File: src/rtl/i2c_bus_scheduler_if.sv
// Bus bundle between sensor requesters, the scheduler and one i2c_master.
// The slave modport is the scheduler's view; master is the requester/i2c side.
interface i2c_bus_scheduler_if #(
    parameter int NUM_REQ = 4
);
    logic                   enable;
    logic [NUM_REQ-1:0]     req;
    logic [NUM_REQ*7-1:0]   req_addr;
    logic [NUM_REQ-1:0]     req_rw_n;
    logic [NUM_REQ*8-1:0]   req_wdata;
    logic [NUM_REQ-1:0]     gnt;
    logic [NUM_REQ-1:0]     done;
    logic [NUM_REQ-1:0]     err;
    logic [7:0]             rdata;
    logic                   m_start;
    logic [6:0]             m_addr;
    logic                   m_rw_n;
    logic [7:0]             m_wdata;
    logic [7:0]             m_rdata;
    logic                   m_done;
    logic                   m_ack_error;
    logic                   busy;
    logic                   timeout_err;

    modport slave (
        input  enable, req, req_addr, req_rw_n, req_wdata, m_rdata, m_done, m_ack_error,
        output gnt, done, err, rdata, m_start, m_addr, m_rw_n, m_wdata, busy, timeout_err
    );

    modport master (
        output enable, req, req_addr, req_rw_n, req_wdata, m_rdata, m_done, m_ack_error,
        input  gnt, done, err, rdata, m_start, m_addr, m_rw_n, m_wdata, busy, timeout_err
    );
endinterface

File: src/rtl/i2c_bus_scheduler.sv
// Round-robin scheduler sharing one i2c_master among NUM_REQ sensor requesters.
// Each transaction: grant, one-cycle start, wait for completion or timeout,
// one-cycle response pulse to the owner, then an enforced idle gap.
module i2c_bus_scheduler #(
    parameter int NUM_REQ        = 4,
    parameter int TIMEOUT_CYCLES = 20000,
    parameter int GAP_CYCLES     = 4
) (
    input  logic              clk,
    input  logic              rst,
    i2c_bus_scheduler_if.slave bus
);
    localparam int PTR_W   = (NUM_REQ > 1) ? $clog2(NUM_REQ) : 1;
    localparam int CNT_MAX = (TIMEOUT_CYCLES > GAP_CYCLES) ? TIMEOUT_CYCLES : GAP_CYCLES;
    localparam int CNT_W   = $clog2(CNT_MAX + 1);

    typedef enum logic [2:0] {IDLE, START, WAIT, RESP, GAP} state_t;

    state_t             state, state_nxt;
    logic [PTR_W-1:0]   rr_ptr;
    logic [PTR_W-1:0]   winner;
    logic [PTR_W-1:0]   idx;
    logic               found;
    logic [CNT_W-1:0]   cnt;
    logic [NUM_REQ-1:0] gnt_r;
    logic [7:0]         rdata_r;
    logic [6:0]         addr_r;
    logic               rw_n_r;
    logic [7:0]         wdata_r;
    logic               resp_err;
    logic               resp_to;
    logic               grant_now;
    logic               wait_resp;
    logic               wait_to;
    logic               gap_last;

    // Round-robin search starting at rr_ptr; first active request wins.
    always_comb begin
        found  = 1'b0;
        winner = '0;
        idx    = '0;
        for (int k = 0; k < NUM_REQ; k++) begin
            idx = PTR_W'((int'(rr_ptr) + k) % NUM_REQ);
            if (!found && bus.req[idx]) begin
                found  = 1'b1;
                winner = idx;
            end
        end
    end

    // Next-state decode; master completion wins over a same-cycle timeout.
    always_comb begin
        grant_now = (state == IDLE) && bus.enable && found;
        wait_resp = (state == WAIT) && (bus.m_done || bus.m_ack_error);
        wait_to   = (state == WAIT) && !wait_resp && (cnt == CNT_W'(TIMEOUT_CYCLES - 1));
        gap_last  = (state == GAP) && (cnt == CNT_W'(GAP_CYCLES - 1));
        state_nxt = state;
        case (state)
            IDLE:    if (grant_now) state_nxt = START;
            START:   state_nxt = WAIT;
            WAIT:    if (wait_resp || wait_to) state_nxt = RESP;
            RESP:    state_nxt = GAP;
            GAP:     if (gap_last) state_nxt = IDLE;
            default: state_nxt = IDLE;
        endcase
    end

    // State register.
    always_ff @(posedge clk or posedge rst) begin
        if (rst) state <= IDLE;
        else     state <= state_nxt;
    end

    // Shared timeout/gap counter, cleared on every state change.
    always_ff @(posedge clk or posedge rst) begin
        if (rst)                                  cnt <= '0;
        else if (state != state_nxt)              cnt <= '0;
        else if (state == WAIT || state == GAP)   cnt <= cnt + 1'b1;
    end

    // Grant and request latch; the latched command stays frozen until the next grant.
    always_ff @(posedge clk or posedge rst) begin
        if (rst) begin
            gnt_r   <= '0;
            rr_ptr  <= '0;
            addr_r  <= '0;
            rw_n_r  <= 1'b0;
            wdata_r <= '0;
        end else if (grant_now) begin
            gnt_r   <= NUM_REQ'(1) << winner;
            rr_ptr  <= (winner == PTR_W'(NUM_REQ - 1)) ? '0 : winner + 1'b1;
            addr_r  <= bus.req_addr[int'(winner)*7 +: 7];
            rw_n_r  <= bus.req_rw_n[winner];
            wdata_r <= bus.req_wdata[int'(winner)*8 +: 8];
        end else if (state == RESP) begin
            gnt_r   <= '0;
        end
    end

    // Completion capture; read data only updates on a clean read completion.
    always_ff @(posedge clk or posedge rst) begin
        if (rst) begin
            resp_err <= 1'b0;
            resp_to  <= 1'b0;
            rdata_r  <= '0;
        end else if (wait_resp || wait_to) begin
            resp_err <= bus.m_ack_error || wait_to;
            resp_to  <= wait_to;
            if (bus.m_done && !bus.m_ack_error && rw_n_r) rdata_r <= bus.m_rdata;
        end
    end

    assign bus.gnt         = gnt_r;
    assign bus.done        = (state == RESP) ? gnt_r : '0;
    assign bus.err         = (state == RESP && resp_err) ? gnt_r : '0;
    assign bus.timeout_err = (state == RESP) && resp_to;
    assign bus.rdata       = rdata_r;
    assign bus.m_start     = (state == START);
    assign bus.m_addr      = addr_r;
    assign bus.m_rw_n      = rw_n_r;
    assign bus.m_wdata     = wdata_r;
    assign bus.busy        = (state != IDLE);

endmodule

File: src/flat_wrapper.sv
// flat-port wrapper written by rule: the top's interface ports become plain ports
module i2c_bus_scheduler_flat 
#(
    parameter int NUM_REQ        = 4,
    parameter int TIMEOUT_CYCLES = 20000,
    parameter int GAP_CYCLES     = 4
)
  (clk, rst, bus_enable, bus_req, bus_req_addr, bus_req_rw_n, bus_req_wdata, bus_m_rdata, bus_m_done, bus_m_ack_error, bus_gnt, bus_done, bus_err, bus_rdata, bus_m_start, bus_m_addr, bus_m_rw_n, bus_m_wdata, bus_busy, bus_timeout_err);
  i2c_bus_scheduler_if #(.NUM_REQ(NUM_REQ)) bus_i ();
  input  logic clk;
  input  logic rst;
  input wire logic [$bits(bus_i.enable)-1:0] bus_enable;
  input wire logic [$bits(bus_i.req)-1:0] bus_req;
  input wire logic [$bits(bus_i.req_addr)-1:0] bus_req_addr;
  input wire logic [$bits(bus_i.req_rw_n)-1:0] bus_req_rw_n;
  input wire logic [$bits(bus_i.req_wdata)-1:0] bus_req_wdata;
  input wire logic [$bits(bus_i.m_rdata)-1:0] bus_m_rdata;
  input wire logic [$bits(bus_i.m_done)-1:0] bus_m_done;
  input wire logic [$bits(bus_i.m_ack_error)-1:0] bus_m_ack_error;
  output wire logic [$bits(bus_i.gnt)-1:0] bus_gnt;
  output wire logic [$bits(bus_i.done)-1:0] bus_done;
  output wire logic [$bits(bus_i.err)-1:0] bus_err;
  output wire logic [$bits(bus_i.rdata)-1:0] bus_rdata;
  output wire logic [$bits(bus_i.m_start)-1:0] bus_m_start;
  output wire logic [$bits(bus_i.m_addr)-1:0] bus_m_addr;
  output wire logic [$bits(bus_i.m_rw_n)-1:0] bus_m_rw_n;
  output wire logic [$bits(bus_i.m_wdata)-1:0] bus_m_wdata;
  output wire logic [$bits(bus_i.busy)-1:0] bus_busy;
  output wire logic [$bits(bus_i.timeout_err)-1:0] bus_timeout_err;
  assign bus_i.enable = bus_enable;
  assign bus_i.req = bus_req;
  assign bus_i.req_addr = bus_req_addr;
  assign bus_i.req_rw_n = bus_req_rw_n;
  assign bus_i.req_wdata = bus_req_wdata;
  assign bus_i.m_rdata = bus_m_rdata;
  assign bus_i.m_done = bus_m_done;
  assign bus_i.m_ack_error = bus_m_ack_error;
  assign bus_gnt = bus_i.gnt;
  assign bus_done = bus_i.done;
  assign bus_err = bus_i.err;
  assign bus_rdata = bus_i.rdata;
  assign bus_m_start = bus_i.m_start;
  assign bus_m_addr = bus_i.m_addr;
  assign bus_m_rw_n = bus_i.m_rw_n;
  assign bus_m_wdata = bus_i.m_wdata;
  assign bus_busy = bus_i.busy;
  assign bus_timeout_err = bus_i.timeout_err;
  i2c_bus_scheduler #(.NUM_REQ(NUM_REQ), .TIMEOUT_CYCLES(TIMEOUT_CYCLES), .GAP_CYCLES(GAP_CYCLES)) u_core (.clk(clk), .rst(rst), .bus(bus_i));
endmodule
File: config.mk
export PLATFORM = sky130hd
export DESIGN_NAME = i2c_bus_scheduler_flat
export DESIGN_NICKNAME = d
export VERILOG_FILES = /design/src/rtl/i2c_bus_scheduler_if.sv /design/src/rtl/i2c_bus_scheduler.sv /design/src/flat_wrapper.sv
export SDC_FILE = /design/constraint.sdc
export NUM_CORES = 1
export LEC_CHECK = 0
export ABC_CLOCK_PERIOD_IN_PS = 2900
export CAP_MARGIN = 20
export CORE_MARGIN = 4
export CORE_UTILIZATION = 46
export DETAILED_ROUTE_END_ITERATION = 7
export PLACE_DENSITY = 0.86
export REMOVE_ABC_BUFFERS = 1
export SLEW_MARGIN = 20
export SYNTH_ARGS = -nofsm -noshare
export SYNTH_HDL_FRONTEND = slang
export SYNTH_SLANG_ARGS = --single-unit
File: constraint.sdc
create_clock -name clk -period 2.9 [get_ports clk]
set_clock_uncertainty 0.05 [all_clocks]
set_input_delay 0.58 -clock clk [delete_from_list [all_inputs] [get_ports clk]]
set_output_delay 0.58 -clock clk [all_outputs]
set_load 0.01 [all_outputs]
==> metrics, run 1 <==
outcome finished, final reports clean; MaxCap Viol Count 0; Overflow after GRT 0; clk sink count 50; Mapped Area 0.00281 mm2; Ys Warns 0; Final Hold Violating Endpoints 0; Nets 498; Crit path required time 2.27 ns; Synth area leader dfrtp_1; share of cells above drive strength 1 8.47%; Die H 86.2 um; final wirelength 7.82 mm; area of the die 0.00743 mm2; Initial Util 47.5%; main area contributors after synthesis dfrtp_1 (45%), mux2i_1 (5.7%), a221oi_1 (5.0%); Routed Antenna Nets 0; Worst Tran Pin Value 0.683 ns; Yosys top cell area share 44.5%; initial DRC count 117; asr flop ratio synth 100%; most frequent cell after synthesis dfrtp_1; worst setup margin 0.233 ns; core area 0.00592 mm2; Synth Instances 287; Synth Register Bits 50; critical-path cell list nor2b_1 -> buf_4 -> and2_1 -> and3_1 -> clkdlybuf4s50_1; clock transition at the registers of the reported paths 0.09 ns; Die Width 86.2 um; fmax 375 MHz; ant diodes 0; Final period util 92.0%; Seq/Total Area, Yosys 44.5%; Area Overhead vs Synth 50.1%; Netlist cell types 42; routability congestion estimate 0.881; largest net degree at the start of global routing 24; Initial DRT Pass Iterations 4; Worst path max stage delay 0.54 ns; I/O pin cnt 120; clk_lat worst skew 0.30 ns; clock buffer depth 2; Port Buf Inserts 119; Leak Pwr 1.79 nW; Critical Path AT 2.04 ns; Synth top cells by count dfrtp_1 (50), nor2_1 (33), nand2_1 (23); CTS Buf Count 5; via count 2673; Startpoint Class flop; number of global-route vias before repair 2784; Final Max Tran Viols 0; post-cts sizing count 0; syn_area_per_cell 9.80 um2; hold_buf cts 0; CTS root buf clkbuf_8; VDD IR max 0.465 mV; DR WL/cell 16.0 um; GR Util All Layers 21.6%; CP endpoint kind primary output; initial antenna violation count 0; Pwr Density 735 mW/mm2; Post-CTS Setup Bufs 0; RSZ-0062 raised after global routing no; relative slew slack 54.2%; Min-Delay Path Class flop to flop; Setup Crit Path Kind flop to primary output; dpl hpwl 6.10 mm; first-pass GRT wire length 12.7 mm; pre-CTS setup slack -0.0295 ns; CTS tree yes; CP Max Fanout 7; slowest CP cell clkdlybuf4s50_1; fin util 71.3%; Post-synth EDFFs 0; drt via density 5.48; minimum clock period after layout 2.67 ns; drt drc 0; FP Rows 28; Setup violations, final 0; prevailing post-synth register cell dfrtp_1; CTS HTree Levels 2
path summary, 6_finish.rpt:
check	endpoint	cells past startpoint	slack, ns	from
setup / recovery	bus_err[3]	5	0.23	u_core.state[2]
hold reg to reg	u_core.resp_to	1	0.44	u_core.resp_to
setup reg to reg	u_core.bus.rdata[1]	5	0.49	u_core.cnt[6]
hold / removal	u_core.resp_to	1	0.44	u_core.resp_to
min in group asynchronous	u_core.bus.m_wdata[3]	2	0.55	rst
max in group asynchronous	u_core.bus.rdata[3]	3	1.66	rst
cells by family after synthesis:
logic type                 synth area share (%)
and+or+nand+nor                            23.5
DFF                                        44.5
AOI/OAI and AO/OA                          13.0
muxes                                      9.30
buffers and inverters                      3.03
xor gates and xnor gates                   4.36
adders and majority gates                  2.23
sequential cells by signal, indices dropped and copies added, names as in the netlist:
| signal | flops |
|---|---|
| u_core.bus.rdata | 8 |
| u_core.state | 3 |
| u_core.rr_ptr | 2 |
| u_core.bus.m_wdata | 8 |
| u_core.resp_err | 1 |
| u_core.resp_to | 1 |
| u_core.cnt | 15 |
| u_core.bus.gnt | 4 |
| u_core.bus.m_rw_n | 1 |
| u_core.bus.m_addr | 7 |
layout by cell type (no fill, tap or decap), types with 2 or more instances in the layout:
| cell | n |
|---|---|
| nor3_1 | 4 |
| and2_1 | 18 |
| nor2b_1 | 3 |
| mux2i_1 | 16 |
| inv_1 | 3 |
| a21oi_1 | 4 |
| clkdlybuf4s50_1 | 119 |
| and4_1 | 3 |
| nand3b_1 | 2 |
| nand4_1 | 4 |
| nand3_1 | 10 |
| inv_2 | 2 |
| nand2b_1 | 3 |
| mux2_2 | 9 |
| xnor2_1 | 5 |
| nor2_1 | 33 |
| a21o_1 | 2 |
| or2_2 | 2 |
| xor2_1 | 9 |
| clkbuf_8 | 6 |
| ha_1 | 5 |
| o21ai_0 | 4 |
| or4_1 | 2 |
| a221oi_1 | 16 |
| a211oi_1 | 16 |
| nand2_1 | 23 |
| nor3b_1 | 3 |
| buf_4 | 13 |
| nor4_1 | 3 |
| dfrtp_1 | 50 |
| and3_1 | 10 |
power breakdown:
| group | internal (W) | leakage [nW] | switching [W] |
|---|---|---|---|
| combinational | 0.000824 | 1.12 | 0.000747 |
| sequential | 0.000928 | 0.627 | 0.000188 |
| clock | 0.000193 | 0.0482 | 0.000222 |
| total | 0.00194 | 1.79 | 0.00116 |
stage by stage:
stage                     setup TNS (ns)  cell area [um2]  power, W  std cells  hold slack (ns)
after floorplan                        0             2750   0.00186        273            0.392
after global placement                 0             4120   0.00264        479            0.414
after detailed placement         -0.0685             4120   0.00270        479            0.417
after CTS                              0             4210   0.00312        487            0.442
after global routing                   0             4220   0.00332        488            0.455
final                                  0             4220   0.00310        488            0.442
critical path: cells and delay by family, from the launching register on:
family / cells / cell delay [ns]
buffers and inverters: 2 / 0.72
and+or+nand+nor: 3 / 0.55
DFF: 1 / 0.47
area by class of cell:
| cell class | count | area, um2 |
|---|---|---|
| clock inverter | 1 | 5.00 |
| inverter | 5 | 18.8 |
| tap | 75 | 93.8 |
| clock buffer | 7 | 86.3 |
| multi-input combinational | 218 | 1480 |
| sequential | 50 | 1250 |
| fill | 461 | 1700 |
| timing repair buffer | 132 | 1290 |
routing by layer:
layer | part of all wire, % | wire length, um | track usage (%)
met1 | 37 | 2920 | 24.2
met2 | 51 | 3970 | 38.6
met3 | 10 | 812 | 7.60
met4 | 1.5 | 114 | 6.37
met5 | 0 | 0 | 0
Power figures use the tool's default switching activity.
==> inputs of run 2 (changes only) <==
--- a/config.mk
+++ b/config.mk
@@ -12,6 +12,7 @@
 export DETAILED_ROUTE_END_ITERATION = 7
 export PLACE_DENSITY = 0.86
 export REMOVE_ABC_BUFFERS = 1
+export SKIP_LAST_GASP = 1
 export SLEW_MARGIN = 20
 export SYNTH_ARGS = -nofsm -noshare
 export SYNTH_HDL_FRONTEND = slang
==> results of run 2 <==
Final layout, timing and power as in run 1 (identical DEF).
